`src/rtl/uart_rx_param.sv`:
```
// Oversampling UART receiver: 2-flop input sync, false-start rejection, framing/overrun
// detection, valid/ready output. Parity checking is built when UART_RX_PARITY_EN is defined.
module uart_rx_param #(
  parameter int DATA_BITS  = 8,
  parameter int OVERSAMPLE = 16,
  parameter int STOP_BITS  = 1,
  parameter int PARITY_ODD = 0
) (
  input  logic                 clk,
  input  logic                 rst,
  input  logic                 tick_in,
  input  logic                 dcom,
  output logic [DATA_BITS-1:0] bus,
  output logic                 valid,
  input  logic                 ready,
  output logic                 busy,
  output logic                 frame_err,
  output logic                 parity_err,
  output logic                 overrun
);
  localparam int CW = $clog2(OVERSAMPLE);
  localparam int BW = $clog2(DATA_BITS + 1);
  localparam logic [CW-1:0] CNT_HALF  = CW'(OVERSAMPLE / 2 - 1);
  localparam logic [CW-1:0] CNT_FULL  = CW'(OVERSAMPLE - 1);
  localparam logic [BW-1:0] LAST_DATA = BW'(DATA_BITS - 1);
  localparam logic [BW-1:0] LAST_STOP = BW'(STOP_BITS - 1);

`ifdef UART_RX_PARITY_EN
  localparam logic ODD = (PARITY_ODD != 0);
  typedef enum logic [2:0] {IDLE, START, DATA, PARITY, STOP} state_t;
`else
  typedef enum logic [2:0] {IDLE, START, DATA, STOP} state_t;
`endif

  state_t               state_q;
  logic [1:0]           sync_q;
  logic [CW-1:0]        cnt_q;
  logic [BW-1:0]        bit_q;
  logic [DATA_BITS-1:0] shift_q;
  logic [DATA_BITS-1:0] bus_q;
  logic                 stop_bad_q;
  logic                 armed_q;
  logic                 valid_q;
  logic                 busy_q;
  logic                 frame_err_q;
  logic                 overrun_q;
  logic                 dcom_s;
  logic                 frame_bad;
`ifdef UART_RX_PARITY_EN
  logic                 par_bad_q;
  logic                 parity_err_q;
`endif

  assign dcom_s = sync_q[1];

  // Earlier stop bits accumulate into stop_bad_q; the final one is judged live.
  always_comb begin
    frame_bad = stop_bad_q | ~dcom_s;
  end

  always_ff @(posedge clk) begin
    if (rst) begin
      sync_q      <= '1;
      state_q     <= IDLE;
      cnt_q       <= '0;
      bit_q       <= '0;
      shift_q     <= '0;
      bus_q       <= '0;
      stop_bad_q  <= 1'b0;
      armed_q     <= 1'b1;
      valid_q     <= 1'b0;
      busy_q      <= 1'b0;
      frame_err_q <= 1'b0;
      overrun_q   <= 1'b0;
`ifdef UART_RX_PARITY_EN
      par_bad_q    <= 1'b0;
      parity_err_q <= 1'b0;
`endif
    end else begin
      sync_q      <= {sync_q[0], dcom};
      frame_err_q <= 1'b0;
      overrun_q   <= 1'b0;
`ifdef UART_RX_PARITY_EN
      parity_err_q <= 1'b0;
`endif
      if (valid_q && ready) valid_q <= 1'b0;
      if (tick_in) begin
        if (dcom_s) armed_q <= 1'b1;
        case (state_q)
          IDLE: if (!dcom_s && armed_q) begin
            state_q <= START;
            cnt_q   <= '0;
            busy_q  <= 1'b1;
          end
          START: if (cnt_q == CNT_HALF) begin
            cnt_q <= '0;
            bit_q <= '0;
            if (dcom_s) begin
              state_q <= IDLE;
              busy_q  <= 1'b0;
            end else begin
              state_q <= DATA;
            end
          end else begin
            cnt_q <= cnt_q + CW'(1);
          end
          DATA: if (cnt_q == CNT_FULL) begin
            cnt_q   <= '0;
            shift_q <= {dcom_s, shift_q[DATA_BITS-1:1]};
            if (bit_q == LAST_DATA) begin
              bit_q <= '0;
`ifdef UART_RX_PARITY_EN
              state_q <= PARITY;
`else
              state_q <= STOP;
`endif
            end else begin
              bit_q <= bit_q + BW'(1);
            end
          end else begin
            cnt_q <= cnt_q + CW'(1);
          end
`ifdef UART_RX_PARITY_EN
          PARITY: if (cnt_q == CNT_FULL) begin
            cnt_q     <= '0;
            state_q   <= STOP;
            par_bad_q <= dcom_s ^ (^shift_q) ^ ODD;
          end else begin
            cnt_q <= cnt_q + CW'(1);
          end
`endif
          STOP: if (cnt_q == CNT_FULL) begin
            cnt_q <= '0;
            if (bit_q == LAST_STOP) begin
              state_q    <= IDLE;
              busy_q     <= 1'b0;
              bit_q      <= '0;
              stop_bad_q <= 1'b0;
              // Clearing armed here overrides the re-arm above, so a held-low line reports once.
              if (frame_bad) begin
                frame_err_q <= 1'b1;
                armed_q     <= 1'b0;
              end
`ifdef UART_RX_PARITY_EN
              else if (par_bad_q) begin
                parity_err_q <= 1'b1;
              end
`endif
              else if (!valid_q || ready) begin
                bus_q   <= shift_q;
                valid_q <= 1'b1;
              end else begin
                overrun_q <= 1'b1;
              end
            end else begin
              bit_q <= bit_q + BW'(1);
              if (!dcom_s) stop_bad_q <= 1'b1;
            end
          end else begin
            cnt_q <= cnt_q + CW'(1);
          end
          default: state_q <= IDLE;
        endcase
      end
    end
  end

  assign bus       = bus_q;
  assign valid     = valid_q;
  assign busy      = busy_q;
  assign frame_err = frame_err_q;
  assign overrun   = overrun_q;
`ifdef UART_RX_PARITY_EN
  assign parity_err = parity_err_q;
`else
  assign parity_err = 1'b0 & (PARITY_ODD != 0);
`endif

endmodule

```
`config.mk`:
```
export PLATFORM = sky130hd
export DESIGN_NAME = uart_rx_param
export DESIGN_NICKNAME = d
export VERILOG_FILES = /design/src/rtl/uart_rx_param.sv
export SDC_FILE = /design/constraint.sdc
export NUM_CORES = 1
export LEC_CHECK = 0
export CAP_MARGIN = 5
export CORE_MARGIN = 1.5
export CORE_UTILIZATION = 57
export CTS_BUF_LIST = sky130_fd_sc_hd__clkbuf_2
export DETAILED_ROUTE_END_ITERATION = 7
export PLACE_DENSITY = 0.92
export RECOVER_POWER = 25
export SLEW_MARGIN = 40
export SYNTH_ARGS = -nofsm -noshare
export SYNTH_HDL_FRONTEND = slang
export SYNTH_SLANG_ARGS = --single-unit
```
`constraint.sdc`:
```
create_clock -name clk -period 1.8 [get_ports clk]
set_input_delay 0.27 -clock clk [delete_from_list [all_inputs] [get_ports clk]]
set_output_delay 0.27 -clock clk [all_outputs]
set_load 0.01 [all_outputs]
```
Word-level counts from Yosys, hierarchy flattened
Cells that the tools add are included.
{"block": "op_classes", "n_mux": 40, "reduce_logical": 20, "eq_ne": 14, "addsub": 2, "bitwise": 7}
{"operator": "4-bit two-way mux", "count": 8}
{"operator": "4-bit case mux with 3 select lines", "count": 2}
{"operator": "1-bit two-way mux", "count": 21}
{"operator": "3-bit two-way mux", "count": 6}
{"operator": "2-bit inequality test (second input constant)", "count": 7}
{"operator": "7-bit AND reduction", "count": 2}
{"operator": "3-bit case mux with 4 select lines", "count": 1}
{"operator": "3-bit nonzero test", "count": 3}
{"operator": "4-bit by 1-bit adder with 4-bit output (second input constant)", "count": 2}
{"operator": "4-bit by 3-bit equality test with 1-bit output (second input constant)", "count": 2}
{"operator": "3-bit by 2-bit equality test with 1-bit output (second input constant)", "count": 2}
{"operator": "1-bit inverter", "count": 6}
{"operator": "3-bit AND reduction", "count": 2}
{"operator": "6-bit AND reduction", "count": 1}
{"operator": "6-bit OR reduction", "count": 1}
{"operator": "5-bit AND reduction", "count": 1}
{"operator": "5-bit OR reduction", "count": 1}
{"operator": "4-bit equality test (second input constant)", "count": 1}
{"operator": "4-bit zero test", "count": 1}
{"operator": "4-bit AND reduction", "count": 1}
{"operator": "3-bit by 1-bit equality test with 1-bit output (second input constant)", "count": 1}
{"operator": "3-bit zero test", "count": 1}
{"operator": "1-bit case mux with 3 select lines", "count": 1}
{"operator": "1-bit logical AND", "count": 2}
{"operator": "other kinds (6)", "count": 7}
{"block": "word_totals", "in_bits": 5, "wordCells": 95, "out_inout_bits": 13, "register_bits": 35}

Logic depth before layout (Yosys ltp)
Gate-level depths: netlist of run 1.
{"block": "logic_depth", "word_depth": 8, "mapped_depth": 7, "ltp_nobuf": 6}

Worst setup path before layout of run 1
Ideal clock, no wire load.
{"block": "synth_path", "path_type": "reg2reg", "start": "register cnt_q[0]", "end": "register shift_q[7]", "setup_time_ns": 0.128, "t_required_ns": 1.672, "setup_slack_ns": 0.217, "arrival_time_ns": 1.456, "path_stages_with_launch": 8, "n_path_buf": 2, "period_less_slack_ns": 1.583, "cell_sequence": "dfxtp_1 > ha_1 > and4_1 > buf_2 > and3_1 > buf_4 > mux2i_1 > nor2_1"}
{"block": "synth_between", "elab_chain_len": 2}
{"item": "start: declaration", "line_no": "37", "text": "logic [CW-1:0] cnt_q;"}
{"item": "start signal: assignment", "line_no": "105", "text": "cnt_q <= cnt_q + CW'(1);"}
{"item": "start signal: assignment", "line_no": "121", "text": "cnt_q <= cnt_q + CW'(1);"}
{"item": "start signal: assignment", "line_no": "160", "text": "cnt_q <= cnt_q + CW'(1);"}
{"item": "4-bit equality test", "line_no": "107", "text": "DATA: if (cnt_q == CNT_FULL) begin"}
{"item": "3-bit AND reduction (no line)"}
{"item": "end signal: assignment", "line_no": "109", "text": "shift_q <= {dcom_s, shift_q[DATA_BITS-1:1]};"}
{"item": "end: declaration", "line_no": "39", "text": "logic [DATA_BITS-1:0] shift_q;"}
No other way between the ends.
A chain may end at the register's enable or synchronous reset.

Worst setup path in the final report of run 1
{"block": "layout_path", "start": "register bit_q[0]", "end": "register busy_q (netlist: busy)"}
{"block": "layout_between", "elab_chain_len": 3}
{"item": "start: declaration", "line_no": "38", "text": "logic [BW-1:0] bit_q;"}
{"item": "start signal: assignment", "line_no": "118", "text": "bit_q <= bit_q + BW'(1);"}
{"item": "start signal: assignment", "line_no": "156", "text": "bit_q <= bit_q + BW'(1);"}
{"item": "4-bit zero test", "line_no": "134", "text": "if (bit_q == LAST_STOP) begin"}
{"item": "2-bit inequality test (no line)"}
{"item": "7-bit AND reduction (no line)"}
{"item": "end signal: assignment", "line_no": "93", "text": "busy_q <= 1'b1;"}
{"item": "end signal: assignment", "line_no": "100", "text": "busy_q <= 1'b0;"}
{"item": "end signal: assignment", "line_no": "136", "text": "busy_q <= 1'b0;"}
{"item": "end: declaration", "line_no": "44", "text": "logic busy_q;"}
No other way between the ends.

==> results of run 1 <==
## final cells by class
cell class	count	area [sq um]	share of cell area, %
Clock buffer	5	25.02	1.340
Clock inverter	3	16.27	0.8707
Inverter	6	22.52	1.206
Multi-Input combinational cell	119	840.8	45.01
Sequential cell	34	684.4	36.64
Tap cell	31	38.79	2.076
Timing Repair Buffer	26	240.2	12.86
## timing repair
item	4_1_cts	5_1_grt
gates resized for setup	1	4
pin swaps	0	1
setup endpoints to repair	2	11
## cell usage in the layout, fill, tap and decap left out, types with 2 or more instances in the layout
cell             instances
mux2i_1                 17
nand3_1                  7
o21ai_0                  2
dfxtp_1                 31
nor2_1                  15
nor2b_1                  5
nor3_1                   6
a41oi_1                  3
or2_2                    2
inv_1                    6
a211oi_1                 3
o31ai_1                  2
clkbuf_2                 5
clkbuf_1                 2
dfxtp_2                  3
nand2b_1                18
clkdlybuf4s50_1         15
buf_4                    7
a21oi_1                  8
a31oi_1                  3
ha_1                     3
nand2_1                  5
## stage by stage
stage	worst slack [ns]	instances	cell area, sq um	total power, uW
4_1_cts	0.03387	224	1876	1346
5_1_grt	0.02263	224	1868	1387
6_report	0.1070	224	1868	1333
3_5_place_dp	-0.02448	216	1823	998.4
3_3_place_gp	0.05447	216	1823	988.2
2_1_floorplan	0.2167	170	1595	941.5
## power by group through the flow
stage                     Combinational (uW)  Sequential (uW)  Clock [uW]
after floorplan                          146              795           0
after detailed placement                 197              801           0
after global placement                   188              800           0
after global routing                     218              790         378
after CTS                                204              786         356
final                                    202              787         344
## flip-flops by register name, summed over array words and instances, names as in the netlist
| signal | cells |
|---|---|
| busy | 1 |
| armed_q | 1 |
| cnt_q | 4 |
| shift_q | 8 |
| frame_err | 1 |
| overrun | 1 |
| valid | 1 |
| state_q | 2 |
| sync_q | 2 |
| stop_bad_q | 1 |
| bit_q | 4 |
| bus | 8 |
## cells by family after synthesis
logic type	count (synthesis)
xor+xnor	1
mux	18
other cells	1
simple gates	67
compound gates	29
buf+inv	17
fa+ha+maj	3
flops	34
## per-layer routing
| layer | part of all wire (%) | track usage (%) |
|---|---|---|
| met5 | 0 | 0 |
| met4 | 2.6 | 11.56 |
| met3 | 6.3 | 4.884 |
| met2 | 54 | 40.48 |
| met1 | 38 | 23.21 |
## worst max-delay path by stage
stage | slack, ns | end | depth (start not counted) | from
5_1_grt | 0.02 | bus[6] | 6 | cnt_q[0]
3_3_place_gp | 0.05 | bit_q[1] | 5 | tick_in
2_1_floorplan | 0.22 | shift_q[7] | 7 | cnt_q[0]
6_report | 0.11 | busy | 6 | bit_q[0]
4_1_cts | 0.03 | busy | 6 | bit_q[0]
3_5_place_dp | -0.02 | bit_q[1] | 5 | tick_in
==> summary.txt, run 1 <==
Status
  – Status: finished, final reports clean

Clock tree
  – Post-CTS Setup Bufs: 0
  – H-tree depth: 2
  – Clock root cell: clkbuf_2
  – Clk slew on worst S/H paths: 0.16 ns
  – TritonCTS Buffers: 5
  – CTS max path bufs: 2
  – CTS Sinks: 34
  – Worst skew pair latency: 0.38 ns
  – Hold Buf Count CTS: 0
  – TritonCTS clock tree: yes

Synth
  – Post-Syn Instances: 170
  – XOR/XNOR share of the synthesized area: 0.5490%
  – Register area share after synthesis: 42.67%
  – Synth cell count leaders: dfxtp_1, nand2b_1, mux2i_1
  – Complex-gate fraction of the synthesized area: 14.27%
  – Mapped Avg Cell Area: 9.384 sq um
  – Ys async rst share: 0%
  – Cell taking the most area after synthesis: dfxtp_1
  – Synth warn: 0
  – Post-synth EDFFs: 0
  – Main synth FF type: dfxtp_1
  – Post-synthesis adder-cell area fraction: 2.353%
  – #FFs+latches synth: 34
  – Yosys cell types: 41
  – Synth Area in Simple Gates: 23.45%
  – Cell Area, Synth: 1595 sq um
  – Synth top area share: 42.67%
  – Top post-synthesis cells by area: dfxtp_1, mux2i_1, nand2b_1
  – Largest family of logic cells by synthesized area: simple AND/OR/NAND/NOR gates
  – Synthesized net count: 178
  – Post-synthesis mux area share: 11.37%
  – Most common cell in the netlist: dfxtp_1

Routing
  – Router iterations before antenna repair: 4
  – DRC viols: 0
  – Routed vias: 1319
  – Per-cell routed wire length: 14.21 um
  – DR iter-0 viols: 45
  – DRT Wirelength: 3182 um
  – Detail Route Antenna Nets: 0
  – Vias per cell: 5.888

Power
  – Lkg Pwr: 0.0006266 uW
  – Seq pwr share: 59.0%
  – Net Sw Power: 393.2 uW
  – Pwr Density: 713.7 nW/um^2
  – Int Pwr: 940.1 uW
  – Net Sw Frac: 29.49%
  – Max IR drop VDD: 0.0005923 V
  – Clock power share: 25.8%
  – Comb power frac: 15.1%

Min path
  – Worst hold-check path type: flop to flop
  – Worst hold start: sync_q[0]
  – Hold Path Sink: sync_q[1]
  – Hold path cells: 1

Global route
  – Gr usage total: 22.01%
  – Vias in the first global route: 1268
  – First-pass GRT wire length: 5347 um
  – Initial antenna violation count: 0
  – Total grt overflow: 0
  – Largest net degree at the start of global routing: 25

Worst setup path
  – CP required: 2.09 ns
  – CP Class: flop to flop
  – CP Launch Type: flop
  – Reg2reg path depth: 6
  – Flop-to-flop setup slack: 0.11 ns
  – Crit end category: flop
  – Worst R2R End: busy
  – Crit path DAT: 1.98 ns
  – Maximum fanout along the worst path: 6
  – Ordered cell list for the critical path: inv_1 > ha_1 > and4bb_4 > a311oi_4 > nor3_1 > a211oi_1
  – Max stage delay on crit path: 0.38 ns
  – Reg2Reg Launch Point: bit_q[0]
  – Crit path max-delay family: compound AO/OA/AOI/OAI gates
  – Critical path's slowest cell: dfxtp_2
  – WP buf/inv: 1

Die
  – Num rows: 19
  – Die span in y: 55.91 um
  – IO Pins: 18
  – Core area: 2710 sq um
  – Initial Utilization: 58.86%
  – Die X: 55.91 um
  – Die Area: 3125 sq um

Timing
  – Skew final: 0.006707 ns
  – Final setup violation count: 0
  – Final worst-path cycle share: 94.05%
  – Pins over their slew limit: 0
  – RSZ-0062 raised after global routing: false
  – Final hold violation count: 0
  – Max Fclk: 590.7 MHz
  – Setup TNS: 0 ns
  – Worst Max-Slew Pin Slew: 0.7299 ns
  – Minimum clock period: 1.693 ns
  – Hold Slack: 0.4353 ns
  – Relative slew slack: 51.34%

Finish
  – Fillers: 222
  – Ant. Diodes: 0
  – Share of cells above drive strength 1: 15.03%
  – Final core occ: 68.93%
  – # nets final: 200
  – Area grow syn2layout: 17.10%

Job
  – Max Cap Viol: 0

Placed design
  – HPWL Detailed: 2348 um
  – Routability cong.: 0.8591
  – IO buf count: 16
Note: power is estimated with default switching activity, not from simulation.
==> run 2, diff against run 1 <==
--- a/config.mk
+++ b/config.mk
@@ -10,6 +10,7 @@
 export CORE_UTILIZATION = 57
 export CTS_BUF_LIST = sky130_fd_sc_hd__clkbuf_2
 export DETAILED_ROUTE_END_ITERATION = 7
+export GPL_TIMING_DRIVEN = 0
 export PLACE_DENSITY = 0.92
 export RECOVER_POWER = 25
 export SLEW_MARGIN = 40
==> run 2 against run 1 <==
Sequential power about the same. Cell area up 1.3%. Clock power shrank 1%. Sequential share of layout area fell by 0.39 points. Clock-buffer cell count grew 1. Fmax down 4.8%. Core utilization rose by 0.88 points. First-iteration DRC count grew 31%. Highest routed layer unchanged.
==> summary.txt, run 2 (synthesized netlist as in run 1, its figures left out) <==
Status
  – Status: finished, final reports clean

Min path
  – Worst hold-check path type: flop to flop

Placed design
  – Cells after DPL: 217 (+0.46%)
  – Routability cong.: 0.8373 (-2.5%)
  – HPWL Detailed: 2412 um (+2.7%)
  – Post-Place Setup Slack: -0.2848 ns (-0.2603 ns)
  – IO buf count: 16 (unchanged)

Routing
  – DR iter-0 viols: 59 (+31%)
  – Router iterations before antenna repair: 4 (unchanged)
  – DRC viols: 0 (unchanged)
  – Routed vias: 1325 (+0.45%)
  – Per-cell routed wire length: 15.37 um (+8.2%)
  – DRT Wirelength: 3488 um (+9.6%)
  – Detail Route Antenna Nets: 0 (unchanged)
  – Vias per cell: 5.837 (-0.87%)

Finish
  – # nets final: 203 (+1.5%)
  – Most common cell after layout, fill and taps aside: dfxtp_1
  – Final std cells w/o fill: 227 (+1.3%)
  – Fillers: 223 (+0.45%)
  – Most frequent cells in the layout: dfxtp_1, nand2b_1, mux2i_1
  – Ant. Diodes: 0 (unchanged)
  – Share of cells above drive strength 1: 15.82% (+0.79 points)
  – Area grow syn2layout: 18.59%

Clock tree
  – TritonCTS clock tree: yes
  – CTS Sinks: 34 (unchanged)
  – Clk slew on worst S/H paths: 0.17 ns (about the same)
  – TritonCTS Buffers: 5 (unchanged)
  – Worst skew pair latency: 0.38 ns (about the same)
  – Clock root cell: clkbuf_2
  – H-tree depth: 2 (unchanged)
  – CTS max path bufs: 2 (unchanged)
  – Hold Buf Count CTS: 0 (unchanged)

Worst setup path
  – CP Launch Type: primary input
  – Maximum fanout along the worst path: 10 (+4)
  – Max stage delay on crit path: 0.55 ns (+0.17 ns)
  – WP buf/inv: 2 (+1)
  – CP required: 2.11 ns (+0.02 ns)
  – CP Class: primary input to flop
  – Crit path max-delay family: buffers and inverters
  – Ordered cell list for the critical path: clkdlybuf4s50_1 > clkbuf_1 > nand3_1 > a21oi_4 > mux2_2 > nor2_1
  – Crit end category: flop
  – Crit path DAT: 2.09 ns (+0.11 ns)
  – Critical path's slowest cell: clkdlybuf4s50_1

Die
  – IO Pins: 18 (unchanged)
  – Die X: 55.91 um (unchanged)
  – Initial Utilization: 58.86% (unchanged)
  – Num rows: 19 (unchanged)
  – Die span in y: 55.91 um (unchanged)
  – Die Area: 3125 sq um (unchanged)
  – Core area: 2710 sq um (unchanged)

Timing
  – Final hold violation count: 0 (unchanged)
  – Worst Max-Slew Pin Slew: 0.6616 ns (-0.06824 ns)
  – Max Fclk: 562.5 MHz (-4.8%)
  – Skew final: 0.01676 ns (+0.01006 ns)
  – Final Worst Setup Slack: 0.02215 ns (-0.08488 ns)
  – Final setup violation count: 0 (unchanged)
  – Pins over their slew limit: 0 (unchanged)
  – Minimum clock period: 1.778 ns (+0.08488 ns)
  – Relative slew slack: 55.63% (+4.3 points)
  – Final worst-path cycle share: 98.77% (+4.7 points)

Power
  – Max IR drop VDD: 0.0005558 V (-6.2%)
  – Lkg Pwr: 0.0006381 uW (+1.8%)
  – Pwr Density: 716.2 nW/um^2 (+0.34%)

Global route
  – GRT met3 Usage: 7.209% (+2.3 points)
  – Vias in the first global route: 1255 (-1.0%)
  – Largest net degree at the start of global routing: 11 (-56%)
  – Gr usage total: 23.16% (+1.2 points)
  – M1 GR Usage: 24.18% (+0.97 points)
  – Busiest grt layer: met2
  – Initial antenna violation count: 0 (unchanged)
  – Met2 GRT Util: 42.01% (+1.5 points)
  – First-pass GRT wire length: 5602 um (+4.8%)
  – Total grt overflow: 0 (unchanged)

Job
  – Max Cap Viol: 0 (unchanged)
-- run 2: area by class of cell --
| type | count | area, sq um | share of cell area [%] |
|---|---|---|---|
| sequential | 34 | 685.7 | 36.24 |
| clock buffer | 6 | 30.03 | 1.587 |
| buffer | 11 | 65.06 | 3.439 |
| clock inverter | 2 | 8.758 | 0.4630 |
| timing repair buffer | 18 | 175.2 | 9.259 |
| inverter | 6 | 22.52 | 1.190 |
| multi-input combinational | 119 | 865.8 | 45.77 |
| tap | 31 | 38.79 | 2.050 |
-- run 2: stage by stage --
step | TNS, ns | power, uW | hold WS (ns) | cell area, sq um | util, %
after floorplan | 0 | 941.5 | 0.3738 | 1595 | -
after global placement | -1.936 | 979.4 | 0.3985 | 1794 | 66.21
after detailed placement | -2.486 | 993.7 | 0.3967 | 1794 | 66.21
after CTS | 0 | 1342 | 0.4187 | 1848 | 68.19
after global routing | -0.05841 | 1429 | 0.4222 | 1892 | 69.81
final | 0 | 1355 | 0.4157 | 1892 | 69.81
-- run 2: worst paths after layout --
kind / from / endpoint / slack (ns) / depth (start not counted)
setup / recovery: tick_in / bit_q[1] / 0.02 / 6
hold / removal: sync_q[0] / sync_q[1] / 0.42 / 1
setup reg to reg: state_q[0] / bit_q[1] / 0.06 / 5
hold reg to reg: sync_q[0] / sync_q[1] / 0.42 / 1
-- run 2: power breakdown --
part | leakage (uW) | internal [uW] | total (uW) | switching, uW
sequential | 0.000276 | 769 | 788 | 19.0
combinational | 0.000332 | 92.7 | 227 | 134
clock | 0.0000304 | 95.4 | 340 | 244
total | 0.000638 | 957 | 1350 | 398
-- run 2: worst reg2reg max path, cell delays in order (launching register included) --
cell and delay [ns]:
dfxtp_1 0.40, buf_4 0.19, or3b_1 0.40, a21oi_4 0.24
mux2_2 0.37, nor2_1 0.09
-- run 2: repair_timing --
| action | CTS | global route |
|---|---|---|
| buffers inserted | 0 | 2 |
| endpoints found under the hold margin | 0 | 0 |
| pin swaps | 0 | 1 |
| endpoints found under the setup margin | 8 | 16 |
| resized for setup | 3 | 7 |
-- run 2: per-layer routing --
metal	routed length, um	part of all wire (%)	vias to the layer above
met2	1839	53	46
met5	0	0	-
met1	1391	40	620
li1	-	-	644
met3	168	4.8	15
met4	88	2.5	0
